## src/rtl/run_det_pkg.sv

```systemverilog
// Shared types and constants for the serial run detector.
package run_det_pkg;

    typedef enum logic [1:0] {
        IDLE  = 2'd0,
        COUNT = 2'd1,
        MATCH = 2'd2
    } state_e;

    localparam logic [1:0] MODE_OFF   = 2'b00;
    localparam logic [1:0] MODE_ONES  = 2'b01;
    localparam logic [1:0] MODE_ZEROS = 2'b10;
    localparam logic [1:0] MODE_BOTH  = 2'b11;

    // True when the given bit value is one of the polarities selected by mode.
    function automatic logic pol_ok(input logic bit_v, input logic [1:0] mode_v);
        if (bit_v) begin
            return (mode_v & MODE_ONES) != MODE_OFF;
        end
        return (mode_v & MODE_ZEROS) != MODE_OFF;
    endfunction

endpackage

```

## src/rtl/sat_counter.sv

```systemverilog
// Saturating up-counter. clr wins over inc; clr together with inc restarts the count at 1.
module sat_counter #(
    parameter int           W   = 8,
    parameter logic [W-1:0] MAX = '1
) (
    input  logic         clk,
    input  logic         rst,
    input  logic         inc,
    input  logic         clr,
    output logic [W-1:0] q
);

    logic [W-1:0] q_q;
    logic [W-1:0] q_d;

    always_comb begin
        q_d = q_q;
        if (clr) begin
            q_d = inc ? W'(1) : '0;
        end else if (inc && (q_q != MAX)) begin
            q_d = q_q + W'(1);
        end
    end

    always_ff @(posedge clk or posedge rst) begin
        if (rst) begin
            q_q <= '0;
        end else begin
            q_q <= q_d;
        end
    end

    assign q = q_q;

endmodule

```

## src/rtl/run_length_detector.sv

```systemverilog
// Serial run detector: flags RUN_LEN identical qualified samples of a selected polarity.
// Define RUN_DET_STICKY_EN to make led hold once set until rst or clear.
module run_length_detector
    import run_det_pkg::*;
#(
    parameter int RUN_LEN = 3,
    parameter int CNT_W   = 8
) (
    input  logic             clk,
    input  logic             rst,
    input  logic             en,
    input  logic             signal,
    input  logic [1:0]       mode,
    input  logic             clear,
    output logic             led,
    output logic             match_val,
    output logic [CNT_W-1:0] det_cnt
);

    localparam int            RC_W     = $clog2(RUN_LEN + 1);
    localparam logic [RC_W-1:0] RUN_MAX  = RC_W'(RUN_LEN);
    localparam logic [RC_W-1:0] RUN_LAST = RC_W'(RUN_LEN - 1);

    state_e          state_q, state_d;
    logic            last_bit_q, last_bit_d;
    logic            led_q, led_d;
    logic            match_val_q, match_val_d;
    logic [RC_W-1:0] run_cnt_q;
    logic            run_inc, run_clr;
    logic            det_inc, det_clr;
    logic            enter_match;
    logic            pol;
    logic            led_plain;

    sat_counter #(.W(RC_W), .MAX(RUN_MAX)) u_run_cnt (
        .clk (clk),
        .rst (rst),
        .inc (run_inc),
        .clr (run_clr),
        .q   (run_cnt_q)
    );

    sat_counter #(.W(CNT_W), .MAX({CNT_W{1'b1}})) u_det_cnt (
        .clk (clk),
        .rst (rst),
        .inc (det_inc),
        .clr (det_clr),
        .q   (det_cnt)
    );

    always_comb begin
        state_d     = state_q;
        last_bit_d  = last_bit_q;
        led_d       = led_q;
        match_val_d = match_val_q;
        run_inc     = 1'b0;
        run_clr     = 1'b0;
        det_inc     = 1'b0;
        det_clr     = 1'b0;
        enter_match = 1'b0;
        pol         = 1'b0;
        led_plain   = 1'b0;
        if (clear) begin
            state_d     = IDLE;
            last_bit_d  = 1'b0;
            led_d       = 1'b0;
            match_val_d = 1'b0;
            run_clr     = 1'b1;
            det_clr     = 1'b1;
        end else if (en) begin
            case (state_q)
                COUNT: begin
                    if (signal == last_bit_q) begin
                        run_inc = 1'b1;
                        if (run_cnt_q == RUN_LAST) begin
                            state_d     = MATCH;
                            enter_match = 1'b1;
                        end
                    end else begin
                        last_bit_d = signal;
                        run_clr    = 1'b1;
                        run_inc    = 1'b1;
                    end
                end
                MATCH: begin
                    if (signal == last_bit_q) begin
                        run_inc = 1'b1;
                    end else begin
                        last_bit_d = signal;
                        run_clr    = 1'b1;
                        run_inc    = 1'b1;
                        state_d    = COUNT;
                    end
                end
                default: begin
                    last_bit_d = signal;
                    run_clr    = 1'b1;
                    run_inc    = 1'b1;
                    state_d    = COUNT;
                end
            endcase

            pol = pol_ok(last_bit_d, mode);
            // Staying in MATCH only keeps an already-lit led; it never raises a dark one.
            led_plain = (state_d == MATCH) && pol && (enter_match || led_q);
`ifdef RUN_DET_STICKY_EN
            led_d = led_q | led_plain;
`else
            led_d = led_plain;
`endif
            if (enter_match && pol) begin
                det_inc     = 1'b1;
                match_val_d = last_bit_d;
            end
        end
    end

    always_ff @(posedge clk or posedge rst) begin
        if (rst) begin
            state_q     <= IDLE;
            last_bit_q  <= 1'b0;
            led_q       <= 1'b0;
            match_val_q <= 1'b0;
        end else begin
            state_q     <= state_d;
            last_bit_q  <= last_bit_d;
            led_q       <= led_d;
            match_val_q <= match_val_d;
        end
    end

    assign led       = led_q;
    assign match_val = match_val_q;

endmodule

```

## config.mk

```make
export PLATFORM = sky130hd
export DESIGN_NAME = run_length_detector
export DESIGN_NICKNAME = d
export VERILOG_FILES = /design/src/rtl/run_det_pkg.sv /design/src/rtl/sat_counter.sv /design/src/rtl/run_length_detector.sv
export SDC_FILE = /design/constraint.sdc
export NUM_CORES = 1
export LEC_CHECK = 0
export BUFFER_PORTS_ARGS = -buffer_cell sky130_fd_sc_hd__clkbuf_2
export CELL_PAD_IN_SITES_DETAIL_PLACEMENT = 2
export CELL_PAD_IN_SITES_GLOBAL_PLACEMENT = 2
export CORE_MARGIN = 3
export CORE_UTILIZATION = 36
export DETAILED_ROUTE_END_ITERATION = 8
export PLACE_DENSITY = 0.92
export SYNTH_ARGS = -nofsm -noshare
export SYNTH_HDL_FRONTEND = slang
export SYNTH_SLANG_ARGS = --single-unit
```

## constraint.sdc

```tcl
create_clock -name clk -period 5.45 [get_ports clk]
set_input_delay 0 -clock clk [delete_from_list [all_inputs] [get_ports clk]]
set_output_delay 0 -clock clk [all_outputs]
set_load 0.02 [all_outputs]
```

Word level (Yosys, flattened, before mapping)
Cells that the tools add are included.

Add/subtract/negate cells: 2. Multiply operators: 0. Divide/modulo/power cells: 0. $lt $le $gt $ge: 0. Equality and inequality tests: 7. Shifts and indexed selects: 0. Multiplexer cells: 47. Bitwise operators: 0. Reduce and logical (&&, ||, !) cells: 12.

Operators by type and width (count): 1-bit two-way mux (35); 2-bit two-way mux (9); 8-bit two-way mux (2); 8-bit by 1-bit adder with 8-bit output, second input constant (1); 8-bit inequality test, second input constant (1); 2-bit nonzero test (4); 2-bit == test, second input constant (3); 1-bit logical AND (5); 2-bit case mux with 2 select lines (1); 2-bit by 1-bit adder with 2-bit output, second input constant (1); 2-bit by 1-bit == test with 1-bit output, second input constant (1); 2-bit inequality test, second input constant (1); 2-bit AND reduction (1); 2-bit OR reduction (1); 1-bit == test (1); 1-bit logical OR (1).

Bits in registers: 15. Latch bits: 0. RAM bits: 0. ROM bits: 0. Word-level logic and storage cells: 74. Memories: 0.

Logic depth before layout (Yosys ltp)
Gate-level depths: netlist (run 1).

Word-level depth: 18. Depth in mapped cells: 8.

Modules after synthesis
From an unflattened synthesis (run 1), not the netlist that was laid out.

Cells, all modules: 107. Area total of the unflattened synthesis: 992.2 um^2.

Modules (own cells, without submodules): sat_counter at u_det_cnt (times used 1, cells each 47, area an instance 450.4 um^2, sequential area each 200.2 um^2); run_length_detector (times used 1, cells each 50, area an instance 427.9 um^2, sequential area each 125.1 um^2); sat_counter at u_run_cnt (times used 1, cells each 10, area an instance 113.9 um^2, sequential area each 50.0 um^2).

Least setup slack after synthesis (run 1)
No wires, ideal clock.

Path kind: flip-flop to flip-flop. Start: register state_q[0]. End: register u_det_cnt.q_q[6] (netlist: u_det_cnt.q[6]). Data arrival time: 1.849 ns. Slack: 3.474 ns. Stages on the path, launching flop included: 9. Buffers on the path: 1. Cells stage by stage: dfrtp_1 inv_1 ha_1 buf_6 nand2_1 o211ai_4 a21o_1 nor4_1 mux2_1.

Longest elaborated chain between the ends: 17.

RTL lines: from (decl) (line run_length_detector.sv:24) `state_e state_q, state_d;`; from (signal assigned) (line run_length_detector.sv:125) `state_q <= state_d;`; 2-bit == test or 2-bit by 1-bit == test with 1-bit output (tied branches) (line run_length_detector.sv:71) `case (state_q)`; 2-bit OR reduction (no line); 1-bit two-way mux; 1-bit two-way mux (line run_length_detector.sv:70) `end else if (en) begin`; 1-bit two-way mux (line run_length_detector.sv:63) `if (clear) begin`; 1-bit two-way mux (line run_det_pkg.sv:17) `if (bit_v) begin`; 1-bit two-way mux (line run_length_detector.sv:70); 1-bit two-way mux (line run_length_detector.sv:63); 1-bit two-way mux (line run_det_pkg.sv:20) `return (mode_v & MODE_ZEROS) != MODE_OFF;`; 1-bit two-way mux (line run_length_detector.sv:70); 1-bit two-way mux (line run_length_detector.sv:63); 1-bit logical AND (*) (line run_length_detector.sv:111) `if (enter_match && pol) begin`; 1-bit two-way mux (*) (line run_length_detector.sv:111); 1-bit two-way mux (*) (line run_length_detector.sv:70); 1-bit two-way mux (*) (line run_length_detector.sv:63); 1-bit logical AND (*) (line sat_counter.sv:20) `end else if (inc && (q_q != MAX)) begin`; 2-bit nonzero test (no line) (*); to (signal assigned) (line sat_counter.sv:29) `q_q <= q_d;`; to (decl) (line sat_counter.sv:13) `logic [W-1:0] q_q;`.

Every way passes the cells marked *; elsewhere a longest branch is shown, timed or not. The select of a mux whose other input is x is not followed. A chain may end at the register's enable or synchronous reset.

Worst setup path after layout (run 1)
Start: register state_q[0]. End: register u_det_cnt.q_q[4] (netlist: u_det_cnt.q[4]).

Same word-level chain as after synthesis.

==> impl_metrics.json, run 1 <==
{
  "status": "completed",
  "max_slew_margin_pct": 58.63,
  "synth.avg_cell_area_um2": 9.303,
  "post-cts-setup-buffers": 0,
  "first_iter_violations": 12,
  "drv_slew": 0,
  "insertedDiodeCount": 0,
  "synth_area_mm2": 0.001005,
  "cts_tree": "built",
  "drive_gt1_share_pct": 20.00,
  "wire_per_inst_um": 19.89,
  "grt_pass1_vias": 976,
  "htree_levels": 1,
  "place_inst": 150,
  "cts_sinks": 15,
  "antenna_left": 0,
  "rsz0062_at_grt": "no",
  "final_util_pct": 44.15,
  "end_kind": "flop",
  "cts_root_buffer": "clkbuf_4",
  "use_met1_pct": 26.26,
  "cp.required_ns": 5.67,
  "ff2ff_setup_slack_ns": 3.16,
  "vias_per_cell": 5.806,
  "routabilityCongestion": 0.7646,
  "ys_ff_latch": 15,
  "rows": 18,
  "ioPinCount": 17,
  "drc_errors": 0,
  "synth_edf_count": 0,
  "start_util_pct": 39.13,
  "p_total_w": 0.0002183,
  "synth_seq_area_share_pct": 37.36,
  "worstPathArrival_ns": 2.51,
  "synth_cell_types": 39,
  "fin_crit_sh_pct": 42.06,
  "worstSkewPairLatency_ns": 0.29,
  "antenna_found_initial": 0,
  "grtUsageMet2_pct": 34.07,
  "io_buffers": 16,
  "fin_skew_ns": 0.001370,
  "cpPeakStageDelay_ns": 0.49,
  "area_growth_pct": 12.83,
  "yosys_warnings": 0,
  "synthArstFlopShare_pct": 100.0,
  "worstPathCellList": "inv_1, ha_1, nand2b_2, o311ai_4, a21o_1, or4_1, a21oi_1",
  "dr.pass1.iters": 4,
  "cp_max_fo": 10,
  "grt_overflow_total": 0,
  "vias": 900,
  "synth_nets": 122,
  "fill_cells": 290,
  "clockBufferDepth": 2,
  "core_area_mm2": 0.002567,
  "fin_cells": 155,
  "tightest_slew_ns": 0.6199,
  "finalHoldViolCount": 0,
  "finalSetupViolCount": 0,
  "die_w_um": 58.83,
  "grt_max_degree": 22,
  "startpoint_type": "flop",
  "fmax_mhz": 436.2,
  "ir_drop_mv": 0.1252,
  "die_area_mm2": 0.003461,
  "worstSetupPathType": "flop to flop",
  "clk_pin_slew_worst_paths_ns": 0.10,
  "grt_pass1_wl_mm": 5.195,
  "cts_resized": 0,
  "ys.flop_type": "dfrtp_1",
  "tns_ns": 0,
  "layout.nets": 140,
  "hp-class": "input pin to flop",
  "drv_cap": 0,
  "cts_buffers": 3,
  "hpwlAfterDp_mm": 2.241,
  "grt_use_total_pct": 20.30,
  "final.min_clock_period_ns": 2.292,
  "die_h_um": 58.83,
  "p_leak_nw": 0.5222,
  "grt_most_used_layer": "met2",
  "syn_inst": 108,
  "powerDensity_mw_per_mm2": 192.5,
  "crit_slowest_cell": "or4_1",
  "grt_util_met3_pct": 3.509,
  "wirelength_mm": 3.083
}
==> critical path: cells and delay by family, from the launching register on <==
| family | cells | cell delay [ns] |
|---|---|---|
| and+or+nand+nor | 2 | 0.67 |
| DFF | 1 | 0.41 |
| buffers and inverters | 1 | 0.07 |
| AOI/OAI and AO/OA | 3 | 0.59 |
| adders and majority gates | 1 | 0.48 |
==> what timing repair did <==
item                       4_1_cts  5_1_grt
hold buffers                     1        0
setup endpoints to repair        0        0
hold endpoints to repair        15        0
==> layout make-up <==
cell class	count	area, um2	share of cell area, %
multi-input combinational	81	573.1	50.55
sequential	15	375.4	33.11
timing repair buffer	17	90.09	7.947
tap	30	37.54	3.311
inverter	8	30.03	2.649
clock buffer	3	22.52	1.987
clock inverter	1	5.005	0.4415
==> report_power, final <==
part	internal, W	switching [W]	leakage, nW
sequential	0.000113	0.00000175	0.206
combinational	0.0000110	0.0000239	0.298
clock	0.0000274	0.0000413	0.0177
==> layout by cell type, fill, tap and decap left out, drive strengths merged, types with 2 or more instances in the layout <==
cell,count
nand2b,2
nand2,5
a21oi,10
mux2i,3
clkbuf,19
a211oi,2
dfrtp,15
inv,8
a2111oi,2
o211ai,2
a21o,2
xnor2,3
nand3,4
nand4,3
nor2,17
o21ai,4
ha,7
==> cell families (layout without fill, tap and decap cells) <==
| group | after synthesis | in the layout | synth area share [%] |
|---|---|---|---|
| and+or+nand+nor | 40 | 40 | 20.05 |
| adders and majority gates | 7 | 7 | 8.717 |
| AOI/OAI and AO/OA | 27 | 27 | 21.54 |
| muxes | 4 | 4 | 4.110 |
| DFF | 15 | 15 | 37.36 |
| xor gates and xnor gates | 3 | 3 | 2.616 |
| buffers and inverters | 12 | 29 | 5.604 |
==> final timing paths <==
check | startpoint | endpoint | depth (start not counted)
max | state_q[0] | u_det_cnt.q[4] | 7
min | en | state_q[0] | 2
max reg2reg | state_q[0] | u_det_cnt.q[4] | 7
min reg2reg | match_val | match_val | 2
max in group asynchronous | rst | u_det_cnt.q[3] | 3
min in group asynchronous | rst | u_det_cnt.q[0] | 3
==> flip-flops by register name, summed over array words and instances (netlist names) <==
signal and cells:
state_q 2, u_det_cnt.q 8, led 1, match_val 1, last_bit_q 1, u_run_cnt.q 2
==> metal layers <==
metal / routed length (um) / part of all wire [%]
met4: 46 / 1.5
met1: 1362 / 44
met2: 1588 / 52
met3: 85 / 2.8
met5: 0 / 0
==> synthesized netlist by cell type, drive strengths merged (2+ instances only) <==
| cell type | number | share of area, % |
|---|---|---|
| a2111oi | 2 | 2.5 |
| a211oi | 2 | 1.5 |
| a21o | 2 | 1.5 |
| a21oi | 10 | 5.0 |
| buf | 3 | 2.2 |
| dfrtp | 15 | 37 |
| ha | 7 | 8.7 |
| inv | 8 | 3.0 |
| mux2i | 3 | 3.0 |
| nand2 | 5 | 1.9 |
| nand2b | 2 | 1.5 |
| nand3 | 4 | 2.0 |
| nand4 | 3 | 1.9 |
| nor2 | 17 | 6.4 |
| o211ai | 2 | 3.4 |
| o21ai | 4 | 2.0 |
| xnor2 | 3 | 2.6 |
==> metrics by stage <==
step	hold WS, ns	setup slack, ns	instance area [um2]
6_report	0.03821	3.158	1134
5_1_grt	0.07024	2.937	1134
4_1_cts	0.03238	3.156	1134
3_5_place_dp	0.08334	3.188	1096
3_3_place_gp	0.08089	3.302	1096
2_1_floorplan	-0.09852	3.474	1005
No activity file was read; power rests on OpenSTA's default activity.
==> inputs of run 2 (changes only) <==
Settings changed: CORE_UTILIZATION 36 to 30, PLACE_DENSITY 0.92 to 0.83.
Clock period 5.45 ns to 1.9 ns, I/O delays scaled along.
==> run 2 against run 1 <==
  * The flow now finishes with violations (setup timing)
  * Worst hold slack better by 0.030 ns
  * Non-clock buffer count increased by 20
  * Sequential cell count is the same
  * Design area rose by 29%
  * Sequential power grew to 2.9 times the previous value
  * Register-to-register slack worse by 3.2 ns
  * Global-route usage decreased by 0.17 points
  * Routed wire length grew 31%
  * Clock skew increased by 0.0027 ns
  * Clock power rose to 3.0 times the previous value
  * Via count is 13% higher
  * Critical endpoint unchanged
  * Largest power group unchanged
==> impl_metrics.json, run 2 (same netlist as run 1, synthesis figures left out) <==
{
  "final.min_clock_period_ns": 1.924,
  "finalHoldViolCount": 0,
  "cts_sinks": 15,
  "final_common_cell": "buf_4",
  "die_w_um": 63.87,
  "worstSkewPairLatency_ns": 0.30,
  "powerDensity_mw_per_mm2": 478.3,
  "grt_overflow_total": 0,
  "insertedDiodeCount": 0,
  "routabilityCongestion": 0.7251,
  "worstSetupPathType": "flop to flop",
  "drv_cap": 0,
  "tns_ns": -0.04283,
  "cp.required_ns": 2.13,
  "failed_checks": "setup timing",
  "antenna_left": 0,
  "finalSetupViolCount": 3,
  "fin_skew_ns": 0.004040,
  "drv_slew": 0,
  "grt_pass1_wl_mm": 6.334,
  "die_area_mm2": 0.004079,
  "fmax_mhz": 519.8,
  "cts_buffers": 3,
  "p_leak_nw": 0.6244,
  "hp-class": "input pin to flop",
  "ir_drop_mv": 0.2069,
  "cts_root_buffer": "clkbuf_4",
  "die_h_um": 63.87,
  "drc_errors": 0,
  "hpwlAfterDp_mm": 2.572,
  "antenna_found_initial": 0,
  "first_iter_violations": 37,
  "cp_max_fo": 5,
  "wirelength_mm": 4.035,
  "grt_pass1_vias": 1182,
  "dr.pass1.iters": 4,
  "grt_max_degree": 16,
  "mostFrequentLayoutCells": "buf_4 (17), nor2_1 (16), clkbuf_2 (16)",
  "htree_levels": 1,
  "start_util_pct": 32.12,
  "startpoint_type": "flop",
  "layout.nets": 160,
  "area_growth_pct": 45.58,
  "cts_tree": "built",
  "rsz0062_at_grt": "yes",
  "final_util_pct": 46.76,
  "largest_reg_flops": 8,
  "rows": 20,
  "whs_ns": 0.06791,
  "vias_per_cell": 5.392,
  "vias": 1019,
  "end_kind": "flop",
  "tightest_slew_ns": 0.6422,
  "fin_crit_sh_pct": 101.3,
  "setup_ws_ns": -0.02390,
  "ioPinCount": 17,
  "io_buffers": 16,
  "core_area_mm2": 0.003128,
  "worstPathArrival_ns": 2.16,
  "clk_pin_slew_worst_paths_ns": 0.10,
  "grt_use_total_pct": 20.13,
  "wire_per_inst_um": 21.35,
  "max_slew_margin_pct": 57.14,
  "status": "finished, violations left",
  "drive_gt1_share_pct": 43.45,
  "clockBufferDepth": 2,
  "fill_cells": 340
}
-- run 2: changes by cell type in the layout (fill, tap and decap cells not counted), moves of 3 or more --
cell,change
buf_4,+17
ha_1,-4
a21oi_1,-3
a21oi_2,+3
buf_6,+3
ha_4,+3
inv_1,-3
-- run 2: path summary, 6_finish.rpt --
path                       startpoint             end  slack, ns  depth (start not counted)
hold reg to reg             match_val       match_val       0.55                          2
setup reg to reg           state_q[1]  u_det_cnt.q[4]      -0.02                          5
hold / removal                     en      state_q[0]       0.07                          2
setup / recovery           state_q[1]  u_det_cnt.q[4]      -0.02                          5
max in group asynchronous         rst      state_q[1]       1.15                          3
min in group asynchronous         rst  u_run_cnt.q[0]       0.30                          3
-- run 2: power breakdown --
part | internal [W] | switching (W)
logic | 0.0000670 | 0.000100
clock network | 0.0000818 | 0.000122
registers | 0.000324 | 0.00000490
-- run 2: per-layer routing --
| layer | vias to the layer above | track usage, % | share of wire [%] | routed length, um |
|---|---|---|---|---|
| met5 | - | 0 | 0 | 0 |
| met4 | 0 | 7.278 | 0.77 | 31 |
| met3 | 4 | 4.218 | 3.8 | 154 |
| met2 | 23 | 32.52 | 50 | 2001 |
| met1 | 530 | 26.31 | 46 | 1848 |
| li1 | 462 | - | - | - |
-- run 2: layout make-up --
class / instances / area (um2) / share of cell area (%)
inverter: 8 / 32.53 / 2.224
multi-input combinational: 81 / 720.7 / 49.27
sequential: 15 / 376.6 / 25.75
timing repair buffer: 37 / 251.5 / 17.19
clock buffer: 4 / 26.28 / 1.796
tap: 44 / 55.05 / 3.764
-- run 2: stage by stage --
| stage | cells | power, W | cell area (um2) | setup WS (ns) |
|---|---|---|---|---|
| after global routing | 189 | 0.0007366 | 1463 | -0.07596 |
| after floorplan | 108 | 0.0004069 | 1013 | -0.01604 |
| after CTS | 186 | 0.0006683 | 1364 | 0.002677 |
| after detailed placement | 179 | 0.0004593 | 1235 | -0.1431 |
| after global placement | 179 | 0.0004477 | 1235 | -0.01725 |
| final | 189 | 0.0006996 | 1463 | -0.02390 |
-- run 2: critical path, stage by stage (launching register included) --
cell	delay, ns
dfrtp_2	0.45
ha_4	0.36
o211ai_4	0.15
a21o_1	0.25
or4_1	0.50
a21oi_2	0.15
-- run 2: what timing repair did --
action                                  4_1_cts  5_1_grt
endpoints found under the setup margin        6       10
setup buffers                                 2        3
resized for setup                            16       18
pin swaps                                     6       17
hold endpoints to repair                     15        0
hold buffers                                  1        0
